==> src/rtl/instr_fetch_unit.sv <==
`default_nettype none
// ============================================================================
// instr_fetch_unit : PC owner, single-outstanding imem reads, {pc,word} FIFO
// Optional feature macro: FETCH_MISALIGN_TRAP_EN (misaligned redirect -> HALT)
// Revision: 1.0
// ============================================================================
module instr_fetch_unit #(
    parameter logic [31:0] RESET_ADDR = 32'h00400000,
    parameter int          DEPTH      = 2
) (
    input  logic        clk,
    input  logic        rst_n,
    output logic        imem_req,
    output logic [31:0] imem_addr,
    input  logic        imem_rvalid,
    input  logic [31:0] imem_rdata,
    output logic        instr_valid,
    input  logic        instr_ready,
    output logic [31:0] instr,
    output logic [31:0] instr_pc,
    input  logic        redirect,
    input  logic [31:0] redirect_pc
`ifdef FETCH_MISALIGN_TRAP_EN
    ,
    output logic        fault
`endif
);

    localparam int PW = (DEPTH > 1) ? $clog2(DEPTH) : 1;
    localparam int CW = $clog2(DEPTH + 1);

    typedef enum logic [1:0] {
        S_IDLE = 2'd0,
        S_WAIT = 2'd1,
        S_DROP = 2'd2,
        S_HALT = 2'd3
    } state_t;

    state_t        state_q, state_d;
    logic [31:0]   pc_q, pc_d;
    logic [31:0]   req_pc_q, req_pc_d;
    logic [CW-1:0] count_q, count_d;
    logic [PW-1:0] rd_ptr_q, rd_ptr_d;
    logic [PW-1:0] wr_ptr_q, wr_ptr_d;
    logic [31:0]   fifo_pc_q   [DEPTH];
    logic [31:0]   fifo_word_q [DEPTH];
`ifdef FETCH_MISALIGN_TRAP_EN
    logic          fault_q, fault_d;
`endif

    logic          pop;
    logic          push;
    logic          issue;
    logic          misalign;
    logic [CW:0]   occ;
    logic [31:0]   redirect_aligned;

    always_comb begin
        redirect_aligned = redirect_pc & 32'hFFFF_FFFC;
`ifdef FETCH_MISALIGN_TRAP_EN
        misalign = (redirect_pc[1:0] != 2'b00);
`else
        misalign = 1'b0;
`endif
        pop   = instr_valid && instr_ready;
        // Occupancy the FIFO will need if one more word is requested now.
        occ   = {1'b0, count_q} + {{CW{1'b0}}, (state_q == S_WAIT)} - {{CW{1'b0}}, pop};
        issue = !redirect
              && ((state_q == S_IDLE) || ((state_q == S_WAIT) && imem_rvalid))
              && (occ < (CW+1)'(DEPTH));
        push  = !redirect && (state_q == S_WAIT) && imem_rvalid;

        state_d  = state_q;
        pc_d     = pc_q;
        req_pc_d = req_pc_q;
        count_d  = count_q;
        rd_ptr_d = rd_ptr_q;
        wr_ptr_d = wr_ptr_q;
`ifdef FETCH_MISALIGN_TRAP_EN
        fault_d  = fault_q;
`endif

        if (state_q != S_HALT) begin
            if (redirect) begin
                count_d  = '0;
                rd_ptr_d = '0;
                wr_ptr_d = '0;
                pc_d     = redirect_aligned;
                if (misalign) begin
                    state_d = S_HALT;
`ifdef FETCH_MISALIGN_TRAP_EN
                    fault_d = 1'b1;
`endif
                end else if (state_q != S_IDLE) begin
                    state_d = imem_rvalid ? S_IDLE : S_DROP;
                end
            end else begin
                if (pop) begin
                    rd_ptr_d = rd_ptr_q + PW'(1);
                end
                if (push) begin
                    wr_ptr_d = wr_ptr_q + PW'(1);
                end
                case ({push, pop})
                    2'b10:   count_d = count_q + CW'(1);
                    2'b01:   count_d = count_q - CW'(1);
                    default: count_d = count_q;
                endcase
                if (issue) begin
                    state_d  = S_WAIT;
                    req_pc_d = pc_q;
                    pc_d     = pc_q + 32'd4;
                end else if (imem_rvalid && (state_q != S_IDLE)) begin
                    state_d = S_IDLE;
                end
            end
        end
    end

    always_ff @(posedge clk or negedge rst_n) begin
        if (!rst_n) begin
            state_q  <= S_IDLE;
            pc_q     <= RESET_ADDR;
            req_pc_q <= '0;
            count_q  <= '0;
            rd_ptr_q <= '0;
            wr_ptr_q <= '0;
            for (int i = 0; i < DEPTH; i++) begin
                fifo_pc_q[i]   <= '0;
                fifo_word_q[i] <= '0;
            end
`ifdef FETCH_MISALIGN_TRAP_EN
            fault_q  <= 1'b0;
`endif
        end else begin
            state_q  <= state_d;
            pc_q     <= pc_d;
            req_pc_q <= req_pc_d;
            count_q  <= count_d;
            rd_ptr_q <= rd_ptr_d;
            wr_ptr_q <= wr_ptr_d;
            if (push) begin
                fifo_pc_q[wr_ptr_q]   <= req_pc_q;
                fifo_word_q[wr_ptr_q] <= imem_rdata;
            end
`ifdef FETCH_MISALIGN_TRAP_EN
            fault_q  <= fault_d;
`endif
        end
    end

    // Request is held off while reset is asserted even though the FSM sits in IDLE.
    assign imem_req    = issue && rst_n;
    assign imem_addr   = pc_q;
    assign instr_valid = (count_q != '0);
    assign instr       = fifo_word_q[rd_ptr_q];
    assign instr_pc    = fifo_pc_q[rd_ptr_q];
`ifdef FETCH_MISALIGN_TRAP_EN
    assign fault       = fault_q;
`endif

endmodule
`default_nettype wire

==> config.mk <==
export PLATFORM = sky130hd
export DESIGN_NAME = instr_fetch_unit
export DESIGN_NICKNAME = d
export VERILOG_FILES = /design/src/rtl/instr_fetch_unit.sv
export SDC_FILE = /design/constraint.sdc
export NUM_CORES = 1
export LEC_CHECK = 0
export ABC_AREA = 1
export CAP_MARGIN = 20
export CELL_PAD_IN_SITES_DETAIL_PLACEMENT = 1
export CELL_PAD_IN_SITES_GLOBAL_PLACEMENT = 1
export CORE_MARGIN = 1.5
export CORE_UTILIZATION = 41
export DETAILED_ROUTE_END_ITERATION = 16
export GPL_ROUTABILITY_DRIVEN = 0
export PLACE_DENSITY_LB_ADDON = 0.1
export SLEW_MARGIN = 20
export SYNTH_ARGS = -nofsm -noshare
export SYNTH_HDL_FRONTEND = slang
export SYNTH_SLANG_ARGS = --single-unit
export TNS_END_PERCENT = 50
==> constraint.sdc <==
create_clock -name clk -period 5.8 [get_ports clk]
set_clock_uncertainty 0.2 [all_clocks]
set_input_delay 1.16 -clock clk [delete_from_list [all_inputs] [get_ports clk]]
set_output_delay 1.16 -clock clk [all_outputs]
set_load 0.05 [all_outputs]
Word level (Yosys, flattened, before mapping)
Cells that the tools add are included.
{ "classes": {"reduce_logical": 25, "order_cmp": 4, "addsub": 7, "bitwise": 3, "muxes": 23, "eq_ne": 5} }
{ "ops": {"columns": ["cell", "n"], "rows": [
  ["$mux W32", 9],
  ["$bwmux W64", 2],
  ["$add A32 B3 Y32 const B", 1],
  ["$demux W32 S1", 1],
  ["$mux W2", 6],
  ["$reduce_bool A2 Y1", 5],
  ["$logic_and A1 B1 Y1", 9],
  ["$reduce_and A2 Y1", 4],
  ["$reduce_and A3 Y1", 2],
  ["$reduce_bool A3 Y1", 2],
  ["$eq A2 B1 Y1 const B", 2],
  ["$ge A2 B2 Y1 const B", 2],
  ["$mux W1", 4],
  ["$not A1 Y2", 2],
  ["$pmux W2 S2", 1],
  ["$add A2 B1 Y3", 1],
  ["$lt A3 B2 Y1 const B", 1],
  ["$sub A3 B1 Y3", 1],
  ["$add A1 B1 Y1 const B", 2],
  ["$add A2 B1 Y2 const B", 1],
  ["$eq A2 B2 Y1 const B", 1],
  ["$logic_not A2 Y1", 1],
  ["$lt A2 B1 Y1 const B", 1],
  ["$ne A2 B1 Y1 const B", 1],
  ["5 further kinds", 5]
]} }
{ "totals": {"out_inout_bits": 98, "regBits": 198} }

Longest topological paths before layout
Gate-level depths: netlist of the first run.
{ "depth": {"depth_word": 7, "mapped_depth": 14, "mapped_depth_nobuf": 14} }

Worst setup path before layout of the first run
OpenSTA, ideal clock, no wires.
{ "synth_timing": {"path_kind": "input-to-output", "start": "in instr_ready", "end": "out imem_req", "stages": 10, "arrival_time_ns": 3.434, "required_time_ns": 4.440, "slack_ns": 1.006, "path_cell_list": "inv_1 > nor2_2 > ha_1 > or2_2 > fa_1 > inv_1 > nor2_1 > nand2_2 > buf_2 > nor2_1"} }
{ "synth_between": {"elab_chain_len": 5} }
{ "synth_rtl": {"columns": ["item", "line_no", "source"], "rows": [
  ["start, declared", "18", "input logic instr_ready,"],
  ["$logic_and A1 B1 Y1", "65", "pop = instr_valid && instr_ready;"],
  ["$sub A3 B1 Y3", "67", "occ = {1'b0, count_q} + {{CW{1'b0}}, (state_q == S_WAIT)} - {{CW{1'b0}}, pop};"],
  ["$lt A3 B2 Y1", "70", "&& (occ < (CW+1)'(DEPTH));"],
  ["$logic_and A1 B1 Y1", "70", null],
  ["$logic_and A1 B1 Y1", "153", "assign imem_req = issue && rst_n;"],
  ["end, declared", "13", "output logic imem_req,"]
]} }
No other way between the ends.

Worst setup path after layout of the first run
Ends and elaborated chain as after synthesis.

==> impl_metrics.tcl, run 1 <==
set metrics [dict create \
    drive_above_1_share 0.0534 \
    required_ns 4.44 \
    final_cells 1648 \
    viasPerCell 4.89 \
    synth_fa_ha_area_frac 0.00484 \
    die_h_um 154 \
    whs_ns 0.286 \
    nFillCells 2750 \
    grt_pass1_wl_um 41600 \
    synth_compound_area_frac 0.108 \
    synth_area_per_cell_um2 7.58 \
    h-tree-depth 4 \
    dp_hpwl_um 16600 \
    outcome "finished, final reports clean" \
    via_count 8063 \
    cts_sinks 190 \
    areaGrowthSynthToFinish_pct 24.5 \
    final_common_cell "nand2_1" \
    finalSetupViolCount 0 \
    crit_arrival_ns 3.50 \
    max_freq_mhz 206 \
    slew_viol_final 0 \
    final_cell_mix "515 x nand2_1, 188 x dfrtp_1, 158 x clkdlybuf4s50_1" \
    wl_per_cell_um 15.0 \
    drt_iter0_drc 306 \
    grt_pass1_vias 8265 \
    placedCellCount 1616 \
    dieArea_um2 23600 \
    post-route-period-util 0.839 \
    wl_um 24700 \
    grt_max_degree 91 \
    worstSetupEndpointType "output port" \
    cts.repair.resized 0 \
    criticalPathCategory "primary input to output port" \
    syn_area_um2 9300 \
    synth-seq-area-share 0.512 \
    rsz0062_at_grt "false" \
    tightest_slew_ns 1.00 \
    grt-ovfl-total 0 \
    max_slew_margin 0.332 \
    clock_latency_ns 0.43 \
    synthSimpleGateAreaFrac 0.284 \
    fin_util 0.525 \
    antenna_cells 0 \
    fin_crit_ns 4.86 \
    route.detailed.drc 0 \
    start_util 0.422 \
    cts_tree "built" \
    cp-start-kind "primary input" \
    drtPass1Iterations 5 \
    pin_count 167 \
    yosysWarnings 0 \
    cts_setup_buffers 0 \
    worst_hold_path_type "register to register" \
    finalHoldViolations 0 \
    clockBufferDepth 2 \
    setup_tns_ns 0 \
    total_power_w 0.00728 \
    muxShareOfSynthArea 0 \
    synth_cell_types 31 \
    synth.ff_latch_count 190 \
    p_per_area_nw_per_um2 629 \
    clk_pin_slew_ns 0.07 \
    root_buffer "clkbuf_16" \
    grt.total_usage 0.219 \
    numCtsBuffers 17 \
    synth_top_family_by_area "simple AND/OR/NAND/NOR gates" \
    die_x_um 154 \
    core-area_um2 22000 \
    num_rows 54 \
    power_leakage_nw 5.65 \
    final_nets 1427 \
    path_max_fanout 3 \
    synthCells 1226 \
    cap_violations 0 \
    port_buffers 160 \
    antenna_left 0 \
    cts_hold_buf 0 \
    synth_xor_area_frac 0.00471 \
    irDropWorstVdd_uv 340 \
    antenna_found_initial 0 \
]
-- worst paths after layout --
kind | from | to | slack (ns) | depth (start not counted)
worst max-delay path | instr_ready | imem_req | 0.94 | 11
worst min-delay path | fifo_pc_q[37] | fifo_pc_q[37] | 0.29 | 2
worst max register to register | count_q[1] | state_q[0] | 2.43 | 15
worst min register to register | fifo_pc_q[37] | fifo_pc_q[37] | 0.29 | 2
max in group asynchronous | rst_n | rd_ptr_q | 3.55 | 2
min in group asynchronous | rst_n | fifo_word_q[54] | 0.52 | 1
-- routing by layer --
layer	global-route usage	share of wire	vias up
met5	0	0	-
met4	0.0481	0.0097	0
met3	0.0335	0.032	19
met2	0.379	0.48	154
met1	0.291	0.48	3826
li1	-	-	4064
-- Yosys cell counts, drive strengths merged --
master,instances,area share
conb,1,0.00040
nand3,39,0.022
o21ai,188,0.10
inv,111,0.045
clkbuf,23,0.0093
ha,2,0.0027
xnor2,1,0.00094
dfrtp,189,0.51
buf,38,0.033
and2,2,0.0013
xor2,4,0.0038
dfstp,1,0.0028
a21oi,6,0.0032
nand2,522,0.21
nand4,3,0.0020
fa,1,0.0022
or2,1,0.00067
nor2,93,0.043
o31ai,1,0.00081
-- cells by family (layout without fill, tap and decap cells) --
kind of cell,after synthesis,after routing
adder cells (fa/ha/maj),3,3
XOR/XNOR,5,5
AO/OA/AOI/OAI,195,195
flip-flops,190,190
other,1,4
buffers and inverters,172,311
AND/OR/NAND/NOR,660,660
-- stage by stage --
step | setup WS (ns) | instance area (um^2)
after CTS | 0.904 | 11600
after floorplan | 1.01 | 9310
final | 0.936 | 11600
after detailed placement | 0.921 | 10900
after global placement | 0.906 | 10900
after global routing | 0.755 | 11600
-- state kept, by name (all words and copies together), names as in the netlist --
signal / cells
count_q: 2
wr_ptr_q: 1
fifo_word_q: 64
state_q: 2
imem_addr: 30
rd_ptr_q: 1
req_pc_q: 30
fifo_pc_q: 60
-- worst max-delay path, stage by stage --
cell             delay [ns]
clkdlybuf4s50_1        0.46
inv_1                  0.05
nor2_2                 0.15
ha_1                   0.24
or2_2                  0.30
fa_1                   0.51
inv_1                  0.05
nor2_1                 0.13
nand2_2                0.10
nor2_1                 0.19
buf_12                 0.16
-- area by class of cell --
type,count,area (um^2),share of cell area
multi-input cells,867,3740,0.323
repair buffers,168,1680,0.145
flip-flops and latches,190,4760,0.411
inverters,111,419,0.0362
clock buffers,19,453,0.0391
clock inverters,13,176,0.0152
well taps,280,350,0.0303
-- power breakdown --
group,total [W],leakage (nW),switching [W],internal (W)
Clock,0.00125,0.304,0.000533,0.000713
Combinational,0.00373,2.90,0.00257,0.00116
Sequential,0.00231,2.45,0.000429,0.00188
Note: power is estimated with default switching activity, not from simulation.
==> inputs of run 2 (changes only) <==
--- a/config.mk
+++ b/config.mk
@@ -10,7 +10,7 @@
 export CELL_PAD_IN_SITES_DETAIL_PLACEMENT = 1
 export CELL_PAD_IN_SITES_GLOBAL_PLACEMENT = 1
 export CORE_MARGIN = 1.5
-export CORE_UTILIZATION = 41
+export CORE_UTILIZATION = 38
 export DETAILED_ROUTE_END_ITERATION = 16
 export GPL_ROUTABILITY_DRIVEN = 0
 export PLACE_DENSITY_LB_ADDON = 0.1
==> constraint.sdc (replaced) <==
create_clock -name clk -period 5.1 [get_ports clk]
set_clock_uncertainty 0.2 [all_clocks]
set_input_delay 1.02 -clock clk [delete_from_list [all_inputs] [get_ports clk]]
set_output_delay 1.02 -clock clk [all_outputs]
set_load 0.05 [all_outputs]
==> impl_metrics.tcl, run 2 (synthesis gave the netlist of run 1 again) <==
set metrics [dict create \
    p_clk_frac 0.166 \
    fin_area_um2 11600 \
    reg.largest.list "fifo_word_q (64), fifo_pc_q (60)" \
    seqCellArea_um2 4760 \
    cts.repair.resized 0 \
    crit_buf_inv 4 \
    wl_per_cell_um 14.7 \
    grt.total_usage 0.208 \
    swShare 0.490 \
    die_x_um 159 \
    largest_reg_flops 64 \
    grt_pass1_wl_um 42900 \
    post-route-period-util 0.928 \
    reg2reg_from "count_q[1]" \
    r2r_end "state_q[1]" \
    finalSetupViolCount 0 \
    grt-ovfl-total 0 \
    p_per_area_nw_per_um2 708 \
    cts_tree "built" \
    pin_count 167 \
    drive_above_1_share 0.0561 \
    route.detailed.drc 0 \
    root_buffer "clkbuf_16" \
    cts_hold_buf 0 \
    hp-start "fifo_pc_q[44]" \
    setup_tns_ns 0 \
    criticalPathCategory "primary input to output port" \
    path_max_fanout 3 \
    drt_iter0_drc 337 \
    ff2ff_path_depth 15 \
    clock_latency_ns 0.43 \
    placedCellCount 1664 \
    final_cells 1696 \
    cp-start-kind "primary input" \
    nFillCells 3011 \
    max_slew_margin 0.419 \
    multiInputGateArea_um2 3740 \
    switchingPower_w 0.00403 \
    viasPerCell 4.73 \
    rsz0062_at_grt "false" \
    dpl-instance-area_um2 11000 \
    antenna_found_initial 0 \
    top_layer "met4" \
    tightest_slew_ns 0.872 \
    cp_top_family "simple AND/OR/NAND/NOR gates" \
    grt_pass1_vias 8427 \
    num_rows 57 \
    outcome "finished, final reports clean" \
    top_register "fifo_word_q" \
    required_ns 3.88 \
    pwr-share-comb 0.515 \
    antenna_left 0 \
    grt_max_degree 76 \
    h-tree-depth 4 \
    dp_hpwl_um 17100 \
    wl_um 25000 \
    cp_slowest_stage_delay_ns 0.52 \
    min_to "fifo_pc_q[44]" \
    via_count 8015 \
    cap_violations 0 \
    max_freq_mhz 211 \
    numCtsBuffers 17 \
    port_buffers 160 \
    cts_sinks 190 \
    wl_met2_um 11700 \
    areaGrowthSynthToFinish_pct 25.1 \
    die_h_um 159 \
    slew_viol_final 0 \
    core-area_um2 24200 \
    cp_cell_sequence "clkdlybuf4s50_1 > inv_1 > nor2_2 > ha_1 > or2_2 > fa_1 > inv_1 > nor2_1 > nand2_2 > nor2_1 > buf_12" \
    final_common_cell "nand2_1" \
    power_leakage_nw 5.65 \
    start_util 0.385 \
    dieArea_um2 25400 \
    p_seq_frac 0.319 \
    cts_setup_buffers 0 \
    intPower_w 0.00420 \
    crit_arrival_ns 3.51 \
    clockBufferDepth 2 \
    fin_crit_ns 4.73 \
    hold_depth 2 \
    wl_met1_um 12300 \
    slowest_stage "fa_1" \
    met3_length_um 701 \
    final_nets 1431 \
    final_cell_mix "515 x nand2_1, 188 x dfrtp_1, 158 x clkdlybuf4s50_1" \
    clk_pin_slew_ns 0.07 \
    worst_hold_path_type "register to register" \
    cp.depth 11 \
    reg2reg_setup_slack_ns 1.90 \
    antenna_cells 0 \
    worstSetupEndpointType "output port" \
    finalHoldViolations 0 \
    irDropWorstVdd_uv 318 \
    drtPass1Iterations 4 \
]
-- run 2: power by group through the flow --
stage	Sequential, W	Clock [W]	Combinational [W]
floorplan	0.00291	0	0.00260
global placement	0.00262	0	0.00419
global route	0.00272	0.00145	0.00465
detailed placement	0.00265	0	0.00427
CTS	0.00263	0.00140	0.00431
finish	0.00262	0.00137	0.00424
-- run 2: worst max-delay path by stage --
stage	from	end	slack [ns]
2_1_floorplan	instr_ready	imem_req	0.59
3_3_place_gp	instr_ready	imem_req	0.33
3_5_place_dp	instr_ready	imem_req	0.27
4_1_cts	instr_ready	imem_req	0.29
5_1_grt	instr_ready	imem_req	0.23
6_report	instr_ready	imem_req	0.37
-- run 2: metrics by stage --
step                utilization  worst slack, ns  total power [W]  hold slack, ns
floorplan                     -            0.586          0.00551           0.253
global placement          0.456            0.332          0.00681           0.266
detailed placement        0.456            0.274          0.00692           0.275
CTS                       0.481            0.287          0.00834           0.293
global route              0.481            0.234          0.00883           0.308
finish                    0.481            0.367          0.00823           0.282
-- run 2: final cells by class --
cell class	instances	share of cell area
clock buffers	17	0.0366
clock inverters	15	0.0152
inverters	111	0.0360
multi-input cells	867	0.322
flip-flops and latches	190	0.409
well taps	324	0.0349
repair buffers	172	0.147
-- run 2: worst register-to-register path: stages (launching register included) --
cell and delay [ns]:
dfrtp_1 0.47, nor2_1 0.19, nor2_2 0.08, ha_1 0.27, or2_2 0.30, fa_1 0.38
inv_1 0.07, nand2_1 0.06, nand2_1 0.07, nor2_1 0.04, nand2_2 0.07, buf_4 0.48
nand2_1 0.17, nand3_1 0.16, nand2_1 0.06, nand2_1 0.06
-- run 2: metal layers --
| layer | global-route usage | vias up |
|---|---|---|
| met4 | 0.0527 | 0 |
| met5 | 0 | - |
| met1 | 0.286 | 3791 |
| li1 | - | 4063 |
| met2 | 0.347 | 142 |
| met3 | 0.0287 | 19 |
==> inputs of run 3 (changes only) <==
--- a/config.mk
+++ b/config.mk
@@ -13,6 +13,7 @@
 export CORE_UTILIZATION = 38
 export DETAILED_ROUTE_END_ITERATION = 16
 export GPL_ROUTABILITY_DRIVEN = 0
+export HOLD_SLACK_MARGIN = 0.03
 export PLACE_DENSITY_LB_ADDON = 0.1
 export SLEW_MARGIN = 20
 export SYNTH_ARGS = -nofsm -noshare
==> results of run 3 <==
No change in the layout: final DEF, timing and power equal those of run 2.
